===== src/rtl/ahb_lite_pipe_master_if.sv =====
// Bundles the command, AHB-Lite bus and response signals of the pipelined master.
// The master modport is the DUT view; the slave modport is the bus/command partner view.
interface ahb_lite_pipe_master_if #(
    parameter int ADDR_W = 32,
    parameter int DATA_W = 32
);
    logic              cmd_valid;
    logic              cmd_ready;
    logic              cmd_write;
    logic [ADDR_W-1:0] cmd_addr;
    logic [2:0]        cmd_size;
    logic [DATA_W-1:0] cmd_wdata;

    logic [ADDR_W-1:0] HADDR;
    logic              HWRITE;
    logic [2:0]        HSIZE;
    logic [2:0]        HBURST;
    logic [3:0]        HPROT;
    logic [1:0]        HTRANS;
    logic              HMASTLOCK;
    logic [DATA_W-1:0] HWDATA;
    logic [DATA_W-1:0] HRDATA;
    logic              HREADY;
    logic              HRESP;

    logic              rsp_valid;
    logic              rsp_write;
    logic              rsp_err;
    logic [DATA_W-1:0] rsp_rdata;
    logic              busy;

    modport master (
        input  cmd_valid, cmd_write, cmd_addr, cmd_size, cmd_wdata,
        input  HRDATA, HREADY, HRESP,
        output cmd_ready,
        output HADDR, HWRITE, HSIZE, HBURST, HPROT, HTRANS, HMASTLOCK, HWDATA,
        output rsp_valid, rsp_write, rsp_err, rsp_rdata, busy
    );

    modport slave (
        output cmd_valid, cmd_write, cmd_addr, cmd_size, cmd_wdata,
        output HRDATA, HREADY, HRESP,
        input  cmd_ready,
        input  HADDR, HWRITE, HSIZE, HBURST, HPROT, HTRANS, HMASTLOCK, HWDATA,
        input  rsp_valid, rsp_write, rsp_err, rsp_rdata, busy
    );
endinterface


===== src/rtl/ahb_lite_pipe_master.sv =====
// Pipelined AHB-Lite master: command FIFO -> address phase (_p0) -> data phase (_p1) -> response (_p2).
// Two-cycle ERROR responses suppress the pending address phase and reissue it as NONSEQ.
module ahb_lite_pipe_master #(
    parameter int ADDR_W = 32,
    parameter int DATA_W = 32,
    parameter int DEPTH  = 4
) (
    input  logic HCLK,
    input  logic HRESETn,
    ahb_lite_pipe_master_if.master bus
);
    localparam int PTR_W = $clog2(DEPTH);
    localparam logic [1:0] IDLE   = 2'b00;
    localparam logic [1:0] NONSEQ = 2'b10;
    localparam logic [1:0] SEQ    = 2'b11;
    localparam logic [PTR_W:0]   CNT_ONE  = (PTR_W+1)'(1);
    localparam logic [PTR_W:0]   CNT_FULL = (PTR_W+1)'(DEPTH);
    localparam logic [PTR_W-1:0] PTR_ONE  = PTR_W'(1);

    typedef struct packed {
        logic              write;
        logic [ADDR_W-1:0] addr;
        logic [2:0]        size;
        logic [DATA_W-1:0] wdata;
    } cmd_t;

    cmd_t              mem [DEPTH];
    logic [PTR_W-1:0]  wr_ptr, rd_ptr;
    logic [PTR_W:0]    count;
    logic              full, empty, push, pop, hold_p0, load_p0;
    cmd_t              head;

    logic [1:0]        trans_p0;
    logic [ADDR_W-1:0] addr_p0;
    logic              write_p0;
    logic [2:0]        size_p0;
    logic [DATA_W-1:0] wdata_p0;
    logic              supp;

    logic              vld_p1, write_p1;
    logic [DATA_W-1:0] wdata_p1;

    logic              vld_p2, write_p2, err_p2;
    logic [DATA_W-1:0] rdata_p2;

    // Incrementing continuation of the previous transfer within the same 1KB page.
    function automatic logic is_seq(input logic prev_vld, input logic prev_write,
                                    input logic [2:0] prev_size,
                                    input logic [ADDR_W-1:0] prev_addr, input cmd_t nxt);
        logic [ADDR_W-1:0] incr;
        incr = ADDR_W'(1) << nxt.size;
        return prev_vld && (prev_write == nxt.write) && (prev_size == nxt.size) &&
               (nxt.addr == prev_addr + incr) &&
               (nxt.addr[ADDR_W-1:10] == prev_addr[ADDR_W-1:10]);
    endfunction

    assign full    = (count == CNT_FULL);
    assign empty   = (count == '0);
    assign push    = bus.cmd_valid && !full;
    assign hold_p0 = supp && (trans_p0 != IDLE);
    assign load_p0 = bus.HREADY && !hold_p0;
    assign pop     = load_p0 && !empty;
    assign head    = mem[rd_ptr];

    // Command FIFO
    always_ff @(posedge HCLK or negedge HRESETn) begin
        if (!HRESETn) begin
            wr_ptr <= '0;
            rd_ptr <= '0;
            count  <= '0;
        end else begin
            if (push) wr_ptr <= wr_ptr + PTR_ONE;
            if (pop)  rd_ptr <= rd_ptr + PTR_ONE;
            case ({push, pop})
                2'b10:   count <= count + CNT_ONE;
                2'b01:   count <= count - CNT_ONE;
                default: count <= count;
            endcase
        end
    end

    always_ff @(posedge HCLK) begin
        if (push) mem[wr_ptr] <= '{write: bus.cmd_write, addr: bus.cmd_addr,
                                   size: bus.cmd_size, wdata: bus.cmd_wdata};
    end

    // Stage p0: address phase
    always_ff @(posedge HCLK or negedge HRESETn) begin
        if (!HRESETn) begin
            trans_p0 <= IDLE;
            addr_p0  <= '0;
            write_p0 <= 1'b0;
            size_p0  <= '0;
            wdata_p0 <= '0;
        end else if (bus.HREADY) begin
            if (hold_p0) begin
                trans_p0 <= NONSEQ;
            end else if (!empty) begin
                trans_p0 <= is_seq((trans_p0 != IDLE) && !supp, write_p0, size_p0,
                                   addr_p0, head) ? SEQ : NONSEQ;
                addr_p0  <= head.addr;
                write_p0 <= head.write;
                size_p0  <= head.size;
                wdata_p0 <= head.wdata;
            end else begin
                trans_p0 <= IDLE;
            end
        end
    end

    // First cycle of an ERROR response: hide the next address phase until the slave is ready.
    always_ff @(posedge HCLK or negedge HRESETn) begin
        if (!HRESETn)                         supp <= 1'b0;
        else if (bus.HREADY)                  supp <= 1'b0;
        else if (vld_p1 && bus.HRESP)         supp <= 1'b1;
    end

    // Stage p1: data phase
    always_ff @(posedge HCLK or negedge HRESETn) begin
        if (!HRESETn) begin
            vld_p1   <= 1'b0;
            write_p1 <= 1'b0;
            wdata_p1 <= '0;
        end else if (bus.HREADY) begin
            vld_p1   <= !supp && (trans_p0 != IDLE);
            write_p1 <= write_p0;
            wdata_p1 <= wdata_p0;
        end
    end

    // Stage p2: completion
    always_ff @(posedge HCLK or negedge HRESETn) begin
        if (!HRESETn) begin
            vld_p2   <= 1'b0;
            write_p2 <= 1'b0;
            err_p2   <= 1'b0;
            rdata_p2 <= '0;
        end else begin
            vld_p2 <= bus.HREADY && vld_p1;
            if (bus.HREADY && vld_p1) begin
                write_p2 <= write_p1;
                err_p2   <= bus.HRESP;
                rdata_p2 <= write_p1 ? '0 : bus.HRDATA;
            end
        end
    end

    assign bus.cmd_ready = !full;
    assign bus.HTRANS    = supp ? IDLE : trans_p0;
    assign bus.HADDR     = addr_p0;
    assign bus.HWRITE    = write_p0;
    assign bus.HSIZE     = size_p0;
    assign bus.HBURST    = 3'b001;
    assign bus.HPROT     = 4'b0011;
    assign bus.HMASTLOCK = 1'b0;
    assign bus.HWDATA    = wdata_p1;
    assign bus.rsp_valid = vld_p2;
    assign bus.rsp_write = write_p2;
    assign bus.rsp_err   = err_p2;
    assign bus.rsp_rdata = rdata_p2;
    assign bus.busy      = !empty || (trans_p0 != IDLE) || vld_p1 || supp;
endmodule


===== src/flat_wrapper.sv =====
// flat-port wrapper written by rule: the top's interface ports become plain ports
module ahb_lite_pipe_master_flat 
#(
    parameter int ADDR_W = 32,
    parameter int DATA_W = 32,
    parameter int DEPTH  = 4
)
  (HCLK, HRESETn, bus_cmd_valid, bus_cmd_write, bus_cmd_addr, bus_cmd_size, bus_cmd_wdata, bus_HRDATA, bus_HREADY, bus_HRESP, bus_cmd_ready, bus_HADDR, bus_HWRITE, bus_HSIZE, bus_HBURST, bus_HPROT, bus_HTRANS, bus_HMASTLOCK, bus_HWDATA, bus_rsp_valid, bus_rsp_write, bus_rsp_err, bus_rsp_rdata, bus_busy);
  ahb_lite_pipe_master_if #(.ADDR_W(ADDR_W), .DATA_W(DATA_W)) bus_i ();
  input  logic HCLK;
  input  logic HRESETn;
  input wire logic [$bits(bus_i.cmd_valid)-1:0] bus_cmd_valid;
  input wire logic [$bits(bus_i.cmd_write)-1:0] bus_cmd_write;
  input wire logic [$bits(bus_i.cmd_addr)-1:0] bus_cmd_addr;
  input wire logic [$bits(bus_i.cmd_size)-1:0] bus_cmd_size;
  input wire logic [$bits(bus_i.cmd_wdata)-1:0] bus_cmd_wdata;
  input wire logic [$bits(bus_i.HRDATA)-1:0] bus_HRDATA;
  input wire logic [$bits(bus_i.HREADY)-1:0] bus_HREADY;
  input wire logic [$bits(bus_i.HRESP)-1:0] bus_HRESP;
  output wire logic [$bits(bus_i.cmd_ready)-1:0] bus_cmd_ready;
  output wire logic [$bits(bus_i.HADDR)-1:0] bus_HADDR;
  output wire logic [$bits(bus_i.HWRITE)-1:0] bus_HWRITE;
  output wire logic [$bits(bus_i.HSIZE)-1:0] bus_HSIZE;
  output wire logic [$bits(bus_i.HBURST)-1:0] bus_HBURST;
  output wire logic [$bits(bus_i.HPROT)-1:0] bus_HPROT;
  output wire logic [$bits(bus_i.HTRANS)-1:0] bus_HTRANS;
  output wire logic [$bits(bus_i.HMASTLOCK)-1:0] bus_HMASTLOCK;
  output wire logic [$bits(bus_i.HWDATA)-1:0] bus_HWDATA;
  output wire logic [$bits(bus_i.rsp_valid)-1:0] bus_rsp_valid;
  output wire logic [$bits(bus_i.rsp_write)-1:0] bus_rsp_write;
  output wire logic [$bits(bus_i.rsp_err)-1:0] bus_rsp_err;
  output wire logic [$bits(bus_i.rsp_rdata)-1:0] bus_rsp_rdata;
  output wire logic [$bits(bus_i.busy)-1:0] bus_busy;
  assign bus_i.cmd_valid = bus_cmd_valid;
  assign bus_i.cmd_write = bus_cmd_write;
  assign bus_i.cmd_addr = bus_cmd_addr;
  assign bus_i.cmd_size = bus_cmd_size;
  assign bus_i.cmd_wdata = bus_cmd_wdata;
  assign bus_i.HRDATA = bus_HRDATA;
  assign bus_i.HREADY = bus_HREADY;
  assign bus_i.HRESP = bus_HRESP;
  assign bus_cmd_ready = bus_i.cmd_ready;
  assign bus_HADDR = bus_i.HADDR;
  assign bus_HWRITE = bus_i.HWRITE;
  assign bus_HSIZE = bus_i.HSIZE;
  assign bus_HBURST = bus_i.HBURST;
  assign bus_HPROT = bus_i.HPROT;
  assign bus_HTRANS = bus_i.HTRANS;
  assign bus_HMASTLOCK = bus_i.HMASTLOCK;
  assign bus_HWDATA = bus_i.HWDATA;
  assign bus_rsp_valid = bus_i.rsp_valid;
  assign bus_rsp_write = bus_i.rsp_write;
  assign bus_rsp_err = bus_i.rsp_err;
  assign bus_rsp_rdata = bus_i.rsp_rdata;
  assign bus_busy = bus_i.busy;
  ahb_lite_pipe_master #(.ADDR_W(ADDR_W), .DATA_W(DATA_W), .DEPTH(DEPTH)) u_core (.HCLK(HCLK), .HRESETn(HRESETn), .bus(bus_i));
endmodule

===== config.mk =====
export PLATFORM = sky130hd
export DESIGN_NAME = ahb_lite_pipe_master_flat
export DESIGN_NICKNAME = d
export VERILOG_FILES = /design/src/rtl/ahb_lite_pipe_master_if.sv /design/src/rtl/ahb_lite_pipe_master.sv /design/src/flat_wrapper.sv
export SDC_FILE = /design/constraint.sdc
export NUM_CORES = 1
export LEC_CHECK = 0
export CELL_PAD_IN_SITES_DETAIL_PLACEMENT = 0
export CELL_PAD_IN_SITES_GLOBAL_PLACEMENT = 1
export CORE_MARGIN = 2
export CORE_UTILIZATION = 34
export CTS_CLUSTER_DIAMETER = 50
export DETAILED_ROUTE_END_ITERATION = 16
export HOLD_SLACK_MARGIN = 0.08
export PLACE_DENSITY_LB_ADDON = 0.1
export SLEW_MARGIN = 20
export SYNTH_ARGS = -nofsm -noshare
export SYNTH_HDL_FRONTEND = slang
export SYNTH_SLANG_ARGS = --single-unit
export TNS_END_PERCENT = 20

===== constraint.sdc =====
create_clock -name HCLK -period 4.46 [get_ports HCLK]
set_clock_uncertainty 0.05 [all_clocks]
set_input_delay 1.115 -clock HCLK [delete_from_list [all_inputs] [get_ports HCLK]]
set_output_delay 1.115 -clock HCLK [all_outputs]
set_load 0.02 [all_outputs]

==> impl.org, run 1 <==
** Run status
- Run status :: finished clean

** STA
- Period utilization :: 86.8%
- For the pin with the worst max-slew slack, the measured transition is 778 ps.
- Total count of hold-check failures in the final report :: 0
- For this run, the top clock speed supported by timing is 258 MHz.
- Setup-violating endpoint count in the final report :: 0
- The worst pin sits at a relative slew slack of 48.1%.
- Worst hold margin :: 428 ps
- Setup repair after global routing left no endpoint under its margin.
- Setup TNS after final layout :: 0 ps
- Post-layout min period :: 3870 ps
- Worst Slack Setup Final :: 587 ps
- The max-slew violation count is 0.

** Route
- Final wirelength :: 40.1 mm
- In the routed layout, each cell is associated on average with a via count of 4.75.
- For this run, design rule violations remaining after detail routing come to 0.
- Total vias in the final route :: 8,962
- The detail route stage leaves a number of antenna-violating nets equal to 0.
- In the final routed layout, each cell accounts on average for 21.3 um.
- The detailed router finished its first iteration with 553 violations.
- Number of detailed-route iterations in the first pass :: 4

** CTS
- Number of gates resized after CTS :: 0
- The tree is rooted in a sky130_fd_sc_hd__clkbuf_16.
- Number of hold-repair buffers added at the cts stage :: 0
- In this run the number of H-tree levels came out at 2.
- At the later pin of the worst-skew pair, clock insertion delay measures 600 ps.
- The clock passes through at most 3 buffers.
- The number of setup buffers added after CTS is 0.
- TritonCTS buffer count :: 53
- Clock-pin slew was measured on the worst setup and hold paths at 60 ps.
- TritonCTS built the clock tree.
- For this design, the sink count on the clock tree is 419.

** Global routing
- Global-route wire length before repair :: 60.6 mm
- Global routing usage summed across all routing layers :: 16.1%
- Number of antenna violations at the first check in global routing :: 5
- The via count of the first global-routing pass came to 9,352.
- Global route overflow :: 0
- Pin count of the biggest net entering global routing :: 73

** Worst setup path
- Arrival time worst endpoint :: 4320 ps
- Required time of the critical path :: 4900 ps
- The most critical setup path has its startpoint at u_core.rd_ptr[0]$_DFFE_PN0P_.
- Endpoint of the worst register-to-register path :: u_core.trans_p0[0]$_DFFE_PN0P_
- The critical path contains buffers and inverters numbering 0 combined.
- Category of the worst setup path launch point :: flip-flop
- Worst Reg-to-Reg Cells :: 11
- Worst-path cell chain :: mux4_2 -> nor3_1 -> ha_1 -> fa_1 -> xnor2_1 -> nand4_1 -> nor4_2 -> o2111ai_1 -> nor4_1 -> o2111ai_1 -> o41ai_2
- Delay of the slowest cell on the worst path :: 620 ps
- The setup check on the worst reg-to-reg path leaves a slack of 590 ps.
- The slowest stage of the critical path is the sky130_fd_sc_hd__mux4_2 cell.
- In this design, the largest share of critical-path delay is due to simple AND/OR/NAND/NOR gates.
- The worst register-to-register path begins at u_core.rd_ptr[0]$_DFFE_PN0P_.
- Type of the worst setup path :: reg -> reg
- Crit Path Max Fanout :: 9
- Worst path most repeated cell :: sky130_fd_sc_hd__o2111ai_1
- The worst setup path is captured at a flip-flop.

** Floorplan
- Die Footprint :: 50,900 um^2
- After floorplanning, the core was divided into 81 placement rows.
- Starting Density :: 34.3%
- In this run the horizontal extent of the chip is 226 um.
- The floorplan step defined a core boundary enclosing 48,700 um^2.
- In this run the count of I/O pins placed on the die edge is 220.
- In this run the vertical extent of the chip is 226 um.

** Hold path
- Hold path endpoint :: u_core.bus.rsp_rdata[3]$_DFFE_PN0P_
- The min-delay analysis places its worst path in the category reg -> reg.
- Worst Hold Launch :: u_core.bus.rsp_rdata[3]$_DFFE_PN0P_
- Along the worst hold path, the cell count comes to 2.

** Synthesis
- Most numerous cell in the Yosys netlist :: sky130_fd_sc_hd__edfxtp_1
- Share of Yosys cell area claimed by the top area cell type :: 48.9%
- The biggest area contributor in the post-synthesis netlist is sky130_fd_sc_hd__edfxtp_1.
- Summing every instance area after synthesis gives 16,700 um^2.
- In the synthesized netlist, the number of instances is 934.
- Synth Register Bits :: 419
- By area the synthesized netlist is led by sky130_fd_sc_hd__edfxtp_1, sky130_fd_sc_hd__dfrtp_1, sky130_fd_sc_hd__mux4_2, sky130_fd_sc_hd__mux2_2, sky130_fd_sc_hd__xnor2_1.
- In the synthesized netlist the dominant register cell turns out to be sky130_fd_sc_hd__edfxtp_1.
- Post-Synthesis Mean Instance Area :: 17.9 um^2
- Yosys cell types :: 48
- Number of flops mapped to enable cells by yosys :: 272
- During synthesis, Yosys emitted a total of 0 warnings.
- Proportion of synthesized flip-flops having asynchronous set or reset :: 35.1%
- In the synthesized netlist, the cells that appear most often are sky130_fd_sc_hd__edfxtp_1, sky130_fd_sc_hd__dfrtp_1, sky130_fd_sc_hd__mux2_2.
- Of the synthesized area, sequential elements account for 70.9%.

** Place
- Detailed placement ended at an HPWL of 24.9 mm.
- RD Place Congestion :: 0.759
- Cell Area, Placed :: 19,700 um^2
- In this run the tool buffered the top-level ports with 211 buffer cells.
- Post-place setup slack :: 566 ps

** Final layout
- Final cell utilization of the core :: 44.1%
- In the final design database the tool counted 1,296 nets.
- The number of antenna diodes in the final layout is 0.
- Post-Layout Inst Area :: 21,500 um^2
- Proportion of layout cells with a drive suffix above 1 :: 23.3%
- After filler insertion, the fill cell instance count of the layout stands at 4,373.
- Relative to the synthesized area, the layout overhead comes to 28.6%.
- Area used by multi-input combinational logic :: 4620 um^2
- Total area of sequential cells :: 11,900 um^2

** Power
- Worst ir drop on vdd :: 0.327 mV
- P_leak :: 7.69 nW
- Power spread over the standard cell area amounts to 757 nW/um^2.

** Job
- The tool flagged a number of max-cap violations equal to 0.
power by group:
part	leakage (nW)	internal [mW]	switching (mW)
logic	2.54	2.81	2.95
registers	4.26	5.36	0.717
clock network	0.888	2.73	1.70
total	7.69	10.9	5.37
per-stage QoR:
stage / cells / power [mW]
global placement: 1785 / 12.0
finish: 1885 / 16.3
CTS: 1885 / 16.6
detailed placement: 1785 / 12.1
global route: 1885 / 17.2
floorplan: 940 / 9.69
worst max path at each step:
stage / endpoint / slack [ps] / cells past startpoint
floorplan: u_core.trans_p0[0]$_DFFE_PN0P_ / 760 / 15
global placement: u_core.trans_p0[0]$_DFFE_PN0P_ / 710 / 10
detailed placement: u_core.trans_p0[0]$_DFFE_PN0P_ / 570 / 11
CTS: u_core.trans_p0[0]$_DFFE_PN0P_ / 520 / 11
global route: u_core.trans_p0[0]$_DFFE_PN0P_ / 320 / 11
finish: u_core.trans_p0[0]$_DFFE_PN0P_ / 590 / 11
final cells by class:
cell class | instances | share of cell area (%)
flip-flops and latches | 419 | 55.2
well taps | 664 | 3.87
clock inverters | 28 | 1.72
repair buffers | 227 | 10.7
multi-input cells | 464 | 21.5
clock buffers | 72 | 6.83
inverters | 11 | 0.192
worst min-delay path, stage by stage (launching register included):
cell and delay [ps]:
sky130_fd_sc_hd__dfrtp_1 340, sky130_fd_sc_hd__nand2_1 40, sky130_fd_sc_hd__o21ai_0 60
metal layers:
layer  vias up  GRT usage, %  part of all wire (%)
li1       4066             -                     -
met1      4637          22.3                    46
met2       178          25.7                    48
met3        71          3.27                   4.3
met4        10          5.11                   2.2
met5         -             0                  0.18
state kept, by name, summed over array words and instances (netlist names), 2 cells and up:
| register | flops |
|---|---|
| u_core.mem | 272 |
| u_core.bus.rsp_rdata | 32 |
| u_core.wr_ptr | 2 |
| u_core.rd_ptr | 2 |
| u_core.trans_p0 | 2 |
| u_core.wdata_p0 | 32 |
| u_core.bus.HWDATA | 32 |
| u_core.bus.HADDR | 32 |
| u_core.count | 3 |
| u_core.bus.HSIZE | 3 |
kinds of logic (layout without fill, tap and decap cells):
logic type	after synthesis	count (layout)	share of synthesized area, %
xor gates and xnor gates	48	48	2.73
muxes	174	174	16.3
buffers and inverters	57	338	1.69
AOI/OAI and AO/OA	71	71	2.54
DFF	419	419	70.9
other	2	8	0.0450
and+or+nand+nor	148	148	4.58
adders and majority gates	15	15	1.21
layout by cell type, fill, tap and decap left out, types with 11 or more instances in the layout:
| cell type | count |
|---|---|
| sky130_fd_sc_hd__nand2_1 | 46 |
| sky130_fd_sc_hd__clkbuf_1 | 12 |
| sky130_fd_sc_hd__o21ai_0 | 34 |
| sky130_fd_sc_hd__mux4_2 | 68 |
| sky130_fd_sc_hd__mux2_2 | 101 |
| sky130_fd_sc_hd__nor3_1 | 11 |
| sky130_fd_sc_hd__ha_1 | 13 |
| sky130_fd_sc_hd__dfrtp_1 | 144 |
| sky130_fd_sc_hd__xnor2_1 | 37 |
| sky130_fd_sc_hd__clkdlybuf4s50_1 | 209 |
| sky130_fd_sc_hd__clkbuf_16 | 53 |
| sky130_fd_sc_hd__edfxtp_1 | 272 |
| sky130_fd_sc_hd__nand2b_1 | 37 |
| sky130_fd_sc_hd__nor2_1 | 12 |
No activity file was read; power rests on OpenSTA's default activity.
==> run 2, diff against run 1 <==
clock period = 3.7 ns   (was 4.46 ns; I/O delays follow)
==> run 2 against run 1 <==
- cell area increased by 0.94%
- critical endpoint unchanged
- sequential share of layout area is 0.52 points lower
- first-iteration DRC count fell by 12%
- wire length down 2.8%
- clock power rose by 21%
- fmax rose by 12%
- sequential cell count unchanged
- highest routed layer unchanged
- largest cell class unchanged
- register-to-register slack lost 340 ps
- setup slack worse by 340 ps
==> impl.org, run 2 (synthesis gave the netlist of run 1 again) <==
** Run status
- Run status :: finished clean

** CTS
- The clock passes through at most 3 buffers.
- In this run the clock root is driven by a sky130_fd_sc_hd__clkbuf_16.
- Buffers inserted during clock tree synthesis total 51.
- After clock tree synthesis, the clock-pin slew on the worst setup and hold paths is 60 ps.
- In this run the number of H-tree levels came out at 2.
- TritonCTS built the clock tree.
- Clock insertion delay at the later pin of the skew report :: 590 ps
- CTS saw 419 sinks.

** Global routing
- In the global route stage, overall resource usage came out at 15.5%.
- The via count of the first global-routing pass was 9,411.
- The first global-routing pass estimated 58.9 mm of wire.
- Entering global routing, the biggest net connects 73 pins.
- The number of antenna violations at the first check in global routing was 4.
- For this run the aggregate overflow at the end of global routing stands at 0.

** Floorplan
- Starting Density :: 34.3%
- Width of the die :: 226 um
- In this run the vertical extent of the chip is 226 um.
- 220 I/O pins were placed.
- Area of the core region :: 48,700 um^2
- Row generation in the floorplan step produced 81 rows.
- Die Footprint :: 50,900 um^2

** Power
- Sequential cells burn 36.7% of the power.
- The share of total power dissipated in the clock network is 27.0%.
- In this run the power spent charging and discharging nets is 6.45 mW.
- Net switching is 32.5% of the power.
- Power spread over the standard cell area amounts to 915 nW/um^2.
- Int Power :: 13.4 mW
- P_leak :: 7.77 nW
- Combinational logic burns 36.2% of the power.
- Worst ir drop on vdd :: 0.394 mV

** Route
- In the routed design, unresolved DRC markers number 0.
- Final antenna-violating net count :: 0
- Final wirelength :: 39.0 mm
- Drt via density :: 4.72
- Number of detailed-route iterations in the first pass :: 5
- Summing over every cut layer, the via total after detailed routing is 8,928.
- For this block, the initial DRC count from the detailed router was 488.
- Routed wire per std cell :: 20.6 um

** STA
- Based on the critical path, the design can be clocked at up to 290 MHz.
- In the post-route analysis, the smallest setup slack over all paths is 246 ps.
- Worst hold margin :: 316 ps
- After routing, the total negative slack on setup checks comes to 0 ps.
- Slew HR :: 39.0%
- Worst-Margin Slew :: 915 ps
- Dividing the final minimum period by the clock period gives 93.3%.
- Post-layout min period :: 3450 ps
- The max-slew violation count is 0.
- The number of hold violations in the final report came to 0.
- Setup-violating endpoint count in the final report :: 0

** Hold path
- In this run the worst hold path is classified as in -> async.

** Final layout
- Post-Layout Inst Area :: 21,700 um^2
- The repair_antennas step left the layout with diodes totalling 0.
- Flip-flop count of the largest register, all copies and words added :: 272
- After filler insertion, the fill cell instance count of the layout stands at 4,296.
- Final cell utilization of the core :: 44.5%
- The library cells used most frequently in the layout, excluding fill and tap cells, are sky130_fd_sc_hd__edfxtp_1, sky130_fd_sc_hd__clkdlybuf4s50_1, sky130_fd_sc_hd__dfrtp_1.
- Proportion of layout cells with a drive suffix above 1 :: 25.0%
- Most flops, register :: u_core.mem
- The library cell used most frequently in the layout, excluding fill and tap cells, is sky130_fd_sc_hd__edfxtp_1.
- At the end of the flow, the number of nets in the layout was 1,306.
- Signed area change from the synthesized netlist to the final layout :: 29.9%

** Place
- Cell Area, Placed :: 19,700 um^2
- Post-place setup slack :: -82.2 ps
- In this run the tool buffered the top-level ports with 211 buffer cells.
- Routability-driven placement finished with a final weighted congestion of 0.733.
- Estimated wirelength of the detail-placed design :: 23.8 mm

** Worst setup path
- STA puts the critical path data required time at 4130 ps.
- STA classifies the critical path startpoint as a flip-flop.
- Data arrives at the worst endpoint at 3880 ps.
- Kind of end point of the critical path :: flip-flop
- The setup path with the least slack is of type reg -> reg.
- Crit Path Max Fanout :: 5

** Job
- Max-Cap Viols :: 0
[run 2: cell count changes in the layout (fill, tap and decap cells not counted), moves of 2 or more]
cell / previous run / this run
sky130_fd_sc_hd__clkbuf_1: 12 / 5
sky130_fd_sc_hd__clkbuf_8: 7 / 4
sky130_fd_sc_hd__clkinv_1: 5 / 7
sky130_fd_sc_hd__nor3_2: 0 / 3
sky130_fd_sc_hd__buf_4: 10 / 19
sky130_fd_sc_hd__nor3_1: 11 / 8
sky130_fd_sc_hd__clkinv_2: 4 / 6
sky130_fd_sc_hd__inv_8: 2 / 0
sky130_fd_sc_hd__bufinv_16: 7 / 10
sky130_fd_sc_hd__clkinv_4: 1 / 3
[run 2: critical path, cell delays in order, from the launching register on]
cell	delay, ps
sky130_fd_sc_hd__dfrtp_4	460
sky130_fd_sc_hd__mux4_2	560
sky130_fd_sc_hd__nor3_2	210
sky130_fd_sc_hd__ha_2	210
sky130_fd_sc_hd__fa_2	460
sky130_fd_sc_hd__xnor2_2	160
sky130_fd_sc_hd__nand4_1	190
sky130_fd_sc_hd__nor4_2	190
sky130_fd_sc_hd__o2111ai_1	160
sky130_fd_sc_hd__nor4_2	310
sky130_fd_sc_hd__o2111ai_2	180
sky130_fd_sc_hd__o41ai_2	210
[run 2: per-stage QoR]
stage | total power [mW] | std cells
2_1_floorplan | 11.7 | 940
3_3_place_gp | 14.6 | 1792
3_5_place_dp | 14.6 | 1792
4_1_cts | 20.1 | 1889
5_1_grt | 21.0 | 1893
6_report | 19.8 | 1893
[run 2: path summary, 6_finish.rpt]
path                                                     startpoint                             endpoint  slack (ps)  depth (start not counted)
worst min register to register  u_core.bus.rsp_rdata[7]$_DFFE_PN0P_  u_core.bus.rsp_rdata[7]$_DFFE_PN0P_         430                          2
min in group HCLK               u_core.bus.rsp_rdata[7]$_DFFE_PN0P_  u_core.bus.rsp_rdata[7]$_DFFE_PN0P_         430                          2
max in group asynchronous                                   HRESETn    u_core.bus.HWDATA[15]$_DFFE_PN0P_        2530                          2
worst max-delay path                   u_core.rd_ptr[0]$_DFFE_PN0P_       u_core.trans_p0[0]$_DFFE_PN0P_         250                         11
worst max register to register         u_core.rd_ptr[0]$_DFFE_PN0P_       u_core.trans_p0[0]$_DFFE_PN0P_         250                         11
worst min-delay path                                        HRESETn     u_core.bus.HADDR[16]$_DFFE_PN0P_         320                          1
[run 2: metal layers]
metal / vias up / track usage [%] / share of wire (%)
li1: 4081 / - / -
met5: - / 0 / 0.13
met4: 8 / 5.32 / 2.2
met3: 59 / 3.84 / 5.5
met2: 218 / 24.8 / 47
met1: 4562 / 20.7 / 45
[run 2: cell type report]
type	instances	area, um^2	area share (%)
multi-input cells	464	4680	21.6
clock buffers	61	1380	6.34
inverters	11	41.3	0.190
clock inverters	35	468	2.16
well taps	664	831	3.83
repair buffers	239	2440	11.3
flip-flops and latches	419	11900	54.6
[run 2: power groups by stage]
| stage | Clock [mW] | Sequential, mW | Combinational [mW] |
|---|---|---|---|
| final | 5.36 | 7.29 | 7.19 |
| after global routing | 5.70 | 7.47 | 7.81 |
| after CTS | 5.52 | 7.34 | 7.20 |
| after detailed placement | 0 | 7.42 | 7.15 |
| after global placement | 0 | 7.39 | 7.17 |
| after floorplan | 0 | 7.77 | 3.91 |
[run 2: timing repair]
| action | 4_1_cts | 5_1_grt |
|---|---|---|
| cloned | 0 | 1 |
| pin swaps | 1 | 7 |
| setup buffers | 1 | 3 |
| gates resized for setup | 1 | 12 |
| setup endpoints to repair | 1 | 1 |
| hold buffers | 0 | 0 |
| hold endpoints to repair | 0 | 0 |
==> run 3, diff against run 2 <==
==> constraint.sdc (replaced) <==
create_clock -name HCLK -period 3.7 [get_ports HCLK]
set_clock_uncertainty 0.05 [all_clocks]
set_input_delay 0.74 -clock HCLK [delete_from_list [all_inputs] [get_ports HCLK]]
set_output_delay 0.74 -clock HCLK [all_outputs]
set_load 0.02 [all_outputs]
==> run 3 against run 2 <==
- critical path depth unchanged
- sequential cell count unchanged
- register-to-register slack improved by 40 ps
- global-route usage increased by 0.23 points
- sequential share of layout area increased by 0.42 points
- count of clock-buffer cells in the layout increased by 6
- via count decreased by 0.21%
- setup slack improved by 38 ps
==> impl.org, run 3 (synthesis gave the netlist of run 1 again) <==
** Run status
- The flow ran to the end, and the final reports show no timing, DRC or antenna violations.

** STA
- Setup slack on the critical path of the routed design comes to 284 ps.
- Total count of hold-check failures in the final report :: 0
- Final-report max-slew violation count :: 0
- Worst-Margin Slew :: 884 ps
- Maximum clock frequency :: 293 MHz
- Dividing the final minimum period by the clock period gives 92.3%.
- Setup-violating endpoint count in the final report :: 0
- Slew HR :: 41.1%
- The worst path needs 3420 ps of the cycle, external delays included.

** Place
- Summing all placed instances gives a cell area of 19,800 um^2.
- Number of port buffers :: 211
- OpenSTA, run right after detailed placement, puts the worst setup slack at 39.5 ps.
- Once detailed placement completed, the half-perimeter wirelength came to 25.0 mm.
- The number of placed instances, taps included, is 1,800.
- RD Place Congestion :: 0.746

** CTS
- CTS sink cnt :: 419
- Clock tree synthesis selected as its root buffer the cell sky130_fd_sc_hd__clkbuf_16.
- At the later pin of the worst-skew pair, clock insertion delay measures 570 ps.
- CTS tree :: done
- Buffers inserted during clock tree synthesis total 50.
- Worst-path clk slew :: 60 ps
- The clock tree synthesis step divided the H-tree into 2 levels.
- Clock Path Buffers :: 3

** Route
- Routed wire per std cell :: 20.8 um
- The routed layout has 8,909 vias.
- For this block, the initial DRC count from the detailed router was 520.
- In the routed design, unresolved DRC markers number 0.
- Dividing the detail-routed via count by the number of cells gives 4.69.
- The first detailed-routing pass ran for 4 iterations.
- Final wirelength :: 39.5 mm
- Final antenna-violating net count :: 0

** Floorplan
- Once the floorplan was initialized, standard cells occupied 34.3% of the core.
- Width of the die :: 226 um
- Die Footprint :: 50,900 um^2
- For this design the top-level I/O count stands at 220.
- Die Y :: 226 um
- Area of the core region :: 48,700 um^2
- Number of rows in the core area :: 81

** Final layout
- The post-route netlist has 24.1% of its cells at a drive strength greater than 1.
- Non-filler instance count after layout :: 1,899
- Signed area change from the synthesized netlist to the final layout :: 28.9%
- Leading cell type in the layout, fill and taps excluded :: sky130_fd_sc_hd__edfxtp_1
- Most flops, register :: u_core.mem
- The register with the most flip-flops in the layout has 272 of them.
- In the final design database the tool counted 1,313 nets.
- Most used cells in the layout excluding fill and tap cells :: sky130_fd_sc_hd__edfxtp_1, sky130_fd_sc_hd__clkdlybuf4s50_1, sky130_fd_sc_hd__dfrtp_1
- The finished cells cover 21,500 um^2.

** Hold path
- Number of instances on the worst hold path :: 2
- Class of the tightest hold or removal check :: reg -> reg

** Global routing
- Pin count of the biggest net entering global routing :: 89
- The via count of the first global-routing pass was 9,248.
- The first global-routing pass estimated 59.3 mm of wire.
- Number of antenna violations at the first check in global routing :: 1
- Global routing finished with a remaining overflow of 0.
- Global routing usage summed across all routing layers :: 15.7%

** Power
- Power per Cell Area :: 901 nW/um^2
- P_leak :: 7.72 nW
- VDD sags by at most 0.361 mV.

** Worst setup path
- At the worst endpoint, the required time is 4130 ps.
- Along the worst path, the maximum fanout reaches 5.
- Type of the worst setup path :: reg -> reg
- Arrival time worst endpoint :: 3840 ps
- Measured in cells, the most critical reg-to-reg path has a length of 11.
- The worst setup path is launched from a flip-flop.
- STA classifies the critical path endpoint as a flip-flop.

** Job
- The tool flagged a number of max-cap violations equal to 0.
[run 3: changes by cell type in the layout (fill, tap and decap cells not counted), moves of 3 or more]
cell,delta
sky130_fd_sc_hd__buf_4,+6
sky130_fd_sc_hd__clkbuf_1,+6
sky130_fd_sc_hd__bufinv_16,-5
sky130_fd_sc_hd__clkinvlp_4,-4
sky130_fd_sc_hd__clkinv_4,-3
[run 3: cell type report]
type,instances,area [um^2]
Antenna cell,1,2.50
Clock buffer,67,1390
Inverter,11,41.3
Multi-Input combinational cell,464,4650
Sequential cell,419,11900
Timing Repair Buffer,247,2500
Tap cell,664,831
Clock inverter,26,265
Fill cell,4329,27200
[run 3: layer usage]
metal  vias up  GRT usage (%)  share of wire [%]
li1       4103              -                  -
met1      4550           21.6                 46
met2       197           25.0                 47
met3        57           3.42                5.0
met4         2           5.04                2.1
met5         -              0              0.033
[run 3: repair_timing]
| action | in CTS | in global routing |
|---|---|---|
| endpoints found under the hold margin | 29 | 0 |
| resized for setup | 0 | 7 |
| setup endpoints to repair | 0 | 1 |
| hold buffers | 1 | 0 |
| buffers inserted | 0 | 4 |
[run 3: worst paths after layout]
check | start | to | slack [ps]
max | u_core.rd_ptr[0]$_DFFE_PN0P_ | u_core.trans_p0[0]$_DFFE_PN0P_ | 280
min | u_core.bus.rsp_rdata[10]$_DFFE_PN0P_ | u_core.bus.rsp_rdata[10]$_DFFE_PN0P_ | 430
max reg2reg | u_core.rd_ptr[0]$_DFFE_PN0P_ | u_core.trans_p0[0]$_DFFE_PN0P_ | 280
min reg2reg | u_core.bus.rsp_rdata[10]$_DFFE_PN0P_ | u_core.bus.rsp_rdata[10]$_DFFE_PN0P_ | 430
max in group asynchronous | HRESETn | u_core.wdata_p0[13]$_DFFE_PN0P_ | 2140
min in group asynchronous | HRESETn | u_core.bus.HADDR[9]$_DFFE_PN0P_ | 580
[run 3: power by group]
part	internal, mW	switching (mW)
combinational	3.60	3.63
sequential	6.45	0.839
clock	2.98	1.91
[run 3: stage by stage]
step | utilization, % | total power, mW | TNS (ps) | hold slack [ps]
3_5_place_dp | 40.6 | 14.7 | 0 | 421
3_3_place_gp | 40.6 | 14.7 | 0 | 414
6_report | 44.2 | 19.4 | 0 | 426
4_1_cts | 44.0 | 19.7 | 0 | 380
2_1_floorplan | - | 11.7 | 0 | 394
5_1_grt | 44.2 | 20.5 | -0.237 | 457
[run 3: critical path, cell delays in order, from the launching register on]
cell,delay [ps]
sky130_fd_sc_hd__dfrtp_4,470
sky130_fd_sc_hd__mux4_2,590
sky130_fd_sc_hd__nor3_2,200
sky130_fd_sc_hd__ha_2,220
sky130_fd_sc_hd__fa_1,430
sky130_fd_sc_hd__xnor2_1,180
sky130_fd_sc_hd__nand4_1,140
sky130_fd_sc_hd__nor4_2,230
sky130_fd_sc_hd__o2111ai_1,160
sky130_fd_sc_hd__nor4_2,290
sky130_fd_sc_hd__o2111ai_1,160
sky130_fd_sc_hd__o41ai_2,200
